**config.mk**
```make
export PLATFORM = sky130hd
export DESIGN_NAME = mem_port_arbiter
export DESIGN_NICKNAME = d
export VERILOG_FILES = /design/src/rtl/mem_port_arbiter.sv
export SDC_FILE = /design/constraint.sdc
export NUM_CORES = 1
export LEC_CHECK = 0
export CAP_MARGIN = 30
export CORE_ASPECT_RATIO = 0.5
export CORE_MARGIN = 2
export CORE_UTILIZATION = 30
export DETAILED_ROUTE_END_ITERATION = 16
export GPL_TIMING_DRIVEN = 0
export PLACE_DENSITY = 0.74
export REMOVE_ABC_BUFFERS = 1
export SLEW_MARGIN = 10
export SYNTH_ARGS = -nofsm -noshare
export SYNTH_HDL_FRONTEND = slang
export SYNTH_SLANG_ARGS = --single-unit
```
**constraint.sdc**
```tcl
create_clock -name clock -period 1.8 [get_ports clock]
set_input_delay 0.18 -clock clock [delete_from_list [all_inputs] [get_ports clock]]
set_output_delay 0.18 -clock clock [all_outputs]
set_load 0.02 [all_outputs]
```
**src/rtl/mem_port_arbiter.sv**
```systemverilog
// mem_port_arbiter: N-port arbiter onto a pipelined shared memory with read-tag response routing and per-port flush.
// Define ARB_RR_EN for round-robin arbitration; otherwise fixed priority with a starvation guard.
module mem_port_arbiter #(
  parameter int N_PORTS    = 2,
  parameter int ADDR_W     = 32,
  parameter int DATA_W     = 32,
  parameter int READ_LAT   = 1,
  parameter int STARVE_MAX = 4
) (
  input  logic                       clock,
  input  logic                       resetn,
  input  logic [N_PORTS-1:0]         req_valid,
  input  logic [N_PORTS-1:0]         req_we,
  input  logic [N_PORTS*ADDR_W-1:0]  req_addr,
  input  logic [N_PORTS*DATA_W-1:0]  req_wdata,
  output logic [N_PORTS-1:0]         req_ready,
  input  logic [N_PORTS-1:0]         flush,
  output logic [N_PORTS-1:0]         rsp_valid,
  output logic [DATA_W-1:0]          rsp_rdata,
  output logic [ADDR_W-1:0]          mem_addr,
  output logic [DATA_W-1:0]          mem_wdata,
  output logic                       mem_rd,
  output logic                       mem_wr,
  input  logic [DATA_W-1:0]          mem_rdata
);
  localparam int PW = N_PORTS > 1 ? $clog2(N_PORTS) : 1;
  logic          gnt_any;
  logic [PW-1:0] gnt_id;
  logic          acc_rd;
  logic [READ_LAT:0] tag_v;
  logic [PW-1:0]     tag_id [READ_LAT+1];
`ifdef ARB_RR_EN
  logic [PW-1:0] rr_ptr;
  always_comb begin
    gnt_any = 1'b0;
    gnt_id  = '0;
    for (int k = 0; k < N_PORTS; k++) begin
      int idx;
      idx = (int'(rr_ptr) + k) % N_PORTS;
      if (!gnt_any && req_valid[idx]) begin
        gnt_any = 1'b1;
        gnt_id  = PW'(idx);
      end
    end
  end
  always_ff @(posedge clock or negedge resetn)
    if (!resetn) rr_ptr <= '0;
    else if (gnt_any) rr_ptr <= (gnt_id == PW'(N_PORTS - 1)) ? '0 : gnt_id + PW'(1);
`else
  localparam int CW = STARVE_MAX > 0 ? $clog2(STARVE_MAX + 1) : 1;
  logic [CW-1:0]      starve_cnt [N_PORTS];
  logic [N_PORTS-1:0] starved;
  logic [N_PORTS-1:0] cand;
  always_comb begin
    starved = '0;
    for (int i = 1; i < N_PORTS; i++)
      starved[i] = STARVE_MAX > 0 && req_valid[i] && starve_cnt[i] == CW'(STARVE_MAX);
    // starved ports outrank everyone; lowest index wins within the chosen set
    cand    = |starved ? starved : req_valid;
    gnt_any = |cand;
    gnt_id  = '0;
    for (int i = N_PORTS - 1; i >= 0; i--)
      if (cand[i]) gnt_id = PW'(i);
  end
  always_ff @(posedge clock or negedge resetn)
    if (!resetn) for (int i = 0; i < N_PORTS; i++) starve_cnt[i] <= '0;
    else
      for (int i = 1; i < N_PORTS; i++)
        starve_cnt[i] <= (!req_valid[i] || req_ready[i]) ? '0 :
                         (starve_cnt[i] == CW'(STARVE_MAX)) ? starve_cnt[i] : starve_cnt[i] + CW'(1);
`endif
  always_comb begin
    req_ready = '0;
    for (int i = 0; i < N_PORTS; i++) req_ready[i] = gnt_any && gnt_id == PW'(i);
  end
  assign acc_rd = gnt_any && !req_we[gnt_id];
  always_ff @(posedge clock or negedge resetn)
    if (!resetn) begin
      mem_addr  <= '0;
      mem_wdata <= '0;
      mem_rd    <= 1'b0;
      mem_wr    <= 1'b0;
      tag_v     <= '0;
      for (int k = 0; k <= READ_LAT; k++) tag_id[k] <= '0;
    end else begin
      mem_rd <= acc_rd;
      mem_wr <= gnt_any && req_we[gnt_id];
      if (gnt_any) begin
        mem_addr  <= req_addr[gnt_id*ADDR_W +: ADDR_W];
        mem_wdata <= req_wdata[gnt_id*DATA_W +: DATA_W];
      end
      // a tag entering this cycle is never hit by this cycle's flush
      tag_v[0]  <= acc_rd;
      tag_id[0] <= gnt_id;
      for (int k = 1; k <= READ_LAT; k++) begin
        tag_v[k]  <= tag_v[k-1] && !flush[tag_id[k-1]];
        tag_id[k] <= tag_id[k-1];
      end
    end
  always_comb begin
    rsp_valid = '0;
    if (tag_v[READ_LAT] && !flush[tag_id[READ_LAT]]) rsp_valid[tag_id[READ_LAT]] = 1'b1;
  end
  assign rsp_rdata = mem_rdata;
endmodule

```
# Yosys cells after proc, flatten, opt, wreduce, memory -nomap -nowiden
# Index checks and enable logic that the tools add are counted.
# classes
addsub	1
order_cmp	4
eq_ne	2
shifts	2
muxes	14
n_bitwise	1
reduce_logical	14
# op_table
op	count
$shiftx A64 B7 Y32	2
$mux W1	9
$logic_and A1 B1 Y1	8
$lt A1 B2 Y1 const B	3
$mux W3	2
$logic_not A1 Y1	4
$mux W2	2
$add A3 B1 Y3 const B	1
$eq A3 B3 Y1 const B	1
$ne A2 B2 Y1 const B	1
$reduce_or A2 Y1	1
$demux W1 S1	1
$ge A1 B1 Y1 const B	1
$logic_or A1 B1 Y1	1
$not A1 Y1	1
# word_totals
reg_bits	73
out_inout_bits	102
word_cells	46

# Depth between registers and ports, before layout
# depth
word_depth	9
depth_mapped	8

# Worst setup path before layout
# Ideal clock, no wire load.
# synth_timing
path_type	register to register
start	reg starve_cnt[0] (netlist bit)
end	reg mem_addr[17]
setup_time_ns	0.126
arrival_ns	1.641
required_time_ns	1.674
slack_ns	0.033
stages_incl_launch_ff	9
path_buffers	3
synth_period_minus_slack_ns	1.767
cell_sequence	dfrtp_1 inv_1 ha_1 a21bo_1 and2_4 buf_6 buf_6 buf_6 a221o_1
# synth_between
elab_chain_cells	6
# synth_rtl
item	line_no	text
start: declaration	51	logic [CW-1:0] starve_cnt [N_PORTS];
start signal: indexed assignment	69	starve_cnt[i] <= (!req_valid[i] || req_ready[i]) ? '0 :
$eq A3 B3 Y1 *	57	starved[i] = STARVE_MAX > 0 && req_valid[i] && starve_cnt[i] == CW'(STARVE_MAX);
$logic_and A1 B1 Y1 *	57	
$mux W2 *	59	cand = |starved ? starved : req_valid;
$mux W1 (2 in a row)	63	if (cand[i]) gnt_id = PW'(i);
$shiftx A64 B7 Y32	89	mem_addr <= req_addr[gnt_id*ADDR_W +: ADDR_W];
end signal: assignment	89	
end: declaration	20	output logic [ADDR_W-1:0] mem_addr,
# Every way passes the cells marked *; elsewhere a longest branch is shown, timed or not.
# A chain may end at the register's enable or synchronous reset.

# Worst setup path in the final report
# layout_timing
start	reg starve_cnt[0] (netlist bit)
end	reg mem_wdata[0]
# layout_between
elab_chain_cells	6
# layout_rtl
item	line_no	text
$eq A3 B3 Y1 *	57	
$logic_and A1 B1 Y1 *	57	
$mux W2 *	59	
$mux W1 (2 in a row)	63	
$shiftx A64 B7 Y32	90	mem_wdata <= req_wdata[gnt_id*DATA_W +: DATA_W];
end signal: assignment	90	
end: declaration	21	output logic [DATA_W-1:0] mem_wdata,
# Marked as above.

==> impl_summary.md <==
Outcome
The run finished with clean final reports.

Placement
The number of buffer cells added on primary ports is 205. Detailed placement ended at an HPWL of 9.77 mm. At the end of routability-driven placement, the weighted congestion stood at 0.766.

The minimum setup slack after placement is -0.601 ns.

Critical path
Measured in cells, the most critical reg-to-reg path has a length of 5. The worst reg-to-reg setup slack is 0.08 ns. The endpoint class of the critical path is a flop.

The startpoint identified for the worst register-to-register timing path is starve_cnt[0]. Of all nets on the critical path, the largest fanout is 34. For this design, the slowest cell found on the critical path is sky130_fd_sc_hd__a221o_1. The largest stage delay on the critical path is 0.41 ns.

The element type at the critical path start is a flop. The buffers plus inverters on the worst setup path is 1. The endpoint identified for the worst register-to-register timing path is mem_wdata[0]. The worst path required time is 2.00 ns. At the worst endpoint, the arrival time is 1.92 ns. Broken down by cell family, the worst path's largest delay share belongs to compound AO/OA/AOI/OAI gates. The signal on the critical path passes through inv_1 > ha_4 > a21bo_1 > and2_4 > a221o_1.

The critical setup path kind is flop to flop.

STA
The setup-violating endpoint count in the final report is 0. The summed negative setup slack over all endpoints is 0 ns. The maximum clock skew at final layout is 0.00763 ns.

After layout, the worst path uses 95.5% of the clock period. The remaining max-slew budget at the tightest pin is 59.9%. On the final layout, the worst hold slack is 0.331 ns. The slew of the pin with the lowest slew margin is 0.600 ns. The highest attainable clock frequency is 581 MHz. Setup repair after global routing left no endpoint under its margin. The shortest clock period the worst path allows after layout is 1.72 ns. The number of hold violations in the final report is 0. The final worst-path setup slack is 0.0802 ns. The max-slew violation count came to 0.

Floorplan
The floorplan step set the die height to 79.0 um. The area of the core region is 11000 um2. The count of boundary I/O pins is 270. The floorplan step set the die width to 154 um. The initial cell density of the core is 30.7%. The floorplan step defined a die boundary enclosing 12200 um2. The floorplan has 27 rows.

Logic synthesis
For this run, the leading register cell type out of synthesis is sky130_fd_sc_hd__dfrtp_1. The number of enable flip-flop cells after synthesis is 0. Dividing the synthesized area by the synthesized cell count gives 12.0 um2. The most numerous cell in the Yosys netlist is sky130_fd_sc_hd__dfrtp_1. The netlist uses 21 different library cells. Ranked by total cell area, the synthesized netlist is headed by sky130_fd_sc_hd__dfrtp_1, sky130_fd_sc_hd__a221o_1, sky130_fd_sc_hd__and2_1. The count of mapped cells out of synthesis is 280.

The commonest cells after synthesis are sky130_fd_sc_hd__dfrtp_1, sky130_fd_sc_hd__and2_1, sky130_fd_sc_hd__a221o_1, sky130_fd_sc_hd__buf_4, sky130_fd_sc_hd__clkbuf_1. The total number of yosys warnings is 0. Sequential cells were found to cover 53.4% of the synthesized design area. The share of the synthesized area in the top cell type is 53.4%.

Summed over all instances, the cell type with the most area after synthesis is sky130_fd_sc_hd__dfrtp_1. The register bit count reported by yosys is 72. The synthesized area is 3370 um2.

For this run, asynchronously set or reset flops after synthesis account for 100%.

Power and ir drop
Summed over all nets, the switching power comes to 1.26 mW. The analysis attributes to cell leakage a power of 2.42 nW. The clock network accounts for 42.2% of the total power. The sequential share of power is 35.1%. In this run the power density over the cells is 902 nW/um2. The combinational share of power is 22.6%.

The power consumption is 5.24 mW. The net switching share of the total power is 24.0%. Internal power comes to 3.98 mW. VDD sags by at most 0.423 mV.

Global route
The initial antenna violation count came to 0. The total overflow left after global routing is 0. The number of global-route vias before repair was 3119. The maximum number of pins on one net before global-route repair is 49.

Global routing used 21.9% of the available tracks across all layers. The first global-routing pass estimated 19.3 mm of wire.

Clocking
The CTS buffer count is 9. The clock sink count is 72. TritonCTS built the clock tree.

The clock passes through at most 2 buffers. The root cell of the clock tree is sky130_fd_sc_hd__clkbuf_16. The clock reaches the later pin of the worst-skew pair after 0.33 ns. CTS built an H-tree with a depth of 3. The clock-pin transition on the worst setup and hold timing paths is 0.06 ns.

Detailed routing
Wires add up to 13.4 mm. The number of nets with antenna violations after detailed routing is 0. Using the TritonRoute via totals, the vias-per-cell ratio works out to 5.05. In the final routed layout, each cell accounts on average for 22.3 um. Before antenna repair, the detailed router went through 4 iterations.

After the first detailed-routing iteration, the DRC count stood at 204. The number of remaining DRC errors is 0. The total vias in the final route is 3041.

Min path
The path class of the tightest hold or removal check is input pin to async pin.

Flow run
Across the run, the number of max-cap violations was 0.

Cells and area
The repair_antennas step left the layout with diodes totalling 0. The fraction of layout cells with a size suffix above 1 is 7.00%. Cells fill 53.0% of the core in the end. At the end of the flow, the number of nets in the layout was 622. The relative area change from synthesis to final layout is 72.5%.
-- cell usage in the layout (no fill, tap or decap), types with 2 or more instances in the layout --
cell                              Yosys  layout
sky130_fd_sc_hd__a221o_1             64      64
sky130_fd_sc_hd__dfrtp_1             72      72
sky130_fd_sc_hd__inv_1                4       4
sky130_fd_sc_hd__buf_4               32       3
sky130_fd_sc_hd__nor2_1               6       5
sky130_fd_sc_hd__bufinv_16            0       4
sky130_fd_sc_hd__buf_16               0       4
sky130_fd_sc_hd__clkdlybuf4s50_1      0     202
sky130_fd_sc_hd__nand2_1              2       2
sky130_fd_sc_hd__and2_1              66      66
sky130_fd_sc_hd__mux2i_1              2       2
sky130_fd_sc_hd__clkbuf_16            0       9
sky130_fd_sc_hd__clkinv_2             0       2
sky130_fd_sc_hd__and2_4               1       2
-- power by group through the flow --
stage / clock network, mW / registers [mW] / logic (mW)
after floorplan: 0 / 2.04 / 0.242
final: 2.21 / 1.84 / 1.19
after global routing: 2.35 / 1.86 / 1.25
after detailed placement: 0 / 1.86 / 1.18
after global placement: 0 / 1.87 / 1.13
after CTS: 2.27 / 1.84 / 1.19
-- per-stage QoR --
stage,instances,area (um2)
4_1_cts,601,5800
3_3_place_gp,576,5240
3_5_place_dp,581,5390
6_report,602,5820
2_1_floorplan,226,3010
5_1_grt,602,5820
-- cell families after synthesis --
logic type | count (synthesis) | synth area share [%]
buffers and inverters | 58 | 11.2
adder cells (fa/ha/maj) | 2 | 0.742
multiplexers | 2 | 0.594
AND/OR/NAND/NOR | 76 | 13.6
flip-flops | 72 | 53.4
AO/OA/AOI/OAI | 70 | 20.4
-- cell type report --
class	instances	area, um2
clock inverters	6	130
clock buffers	10	239
inverters	4	15.0
well taps	145	181
flip-flops and latches	72	1800
multi-input cells	151	1240
repair buffers	214	2210
fillers	934	5160
-- worst max-delay path by stage --
stage	start	to	slack, ns	cells past startpoint
6_report	starve_cnt[0]	mem_wdata[0]	0.08	5
2_1_floorplan	starve_cnt[0]	mem_addr[0]	-2.08	4
4_1_cts	starve_cnt[0]	mem_addr[10]	0.003	7
5_1_grt	starve_cnt[0]	mem_addr[10]	0.004	7
3_3_place_gp	req_valid[1]	req_ready[0]	-5.07	3
3_5_place_dp	req_valid[0]	req_ready[0]	-0.60	5
-- timing repair --
item,4_1_cts,5_1_grt
pin swaps,2,1
setup buffers,2,1
hold endpoints to repair,24,0
resized for setup,8,3
setup endpoints to repair,68,19
cloned,1,0
hold buffers,1,0
-- metal layers --
metal  vias to the layer above  routed length, um  global-route usage, %
li1                       1350                  -                      -
met1                      1544               6030                   28.8
met2                       120               6100                   32.2
met3                        25                970                   9.33
met4                         2                249                   6.17
met5                         -                 94                   7.79
-- flip-flops by register name (all words and copies together), names as in the netlist --
name	flops
tag_v	2
mem_wdata	32
mem_wr	1
tag_id	2
starve_cnt	3
mem_addr	32
No activity file was read; power rests on OpenSTA's default activity.
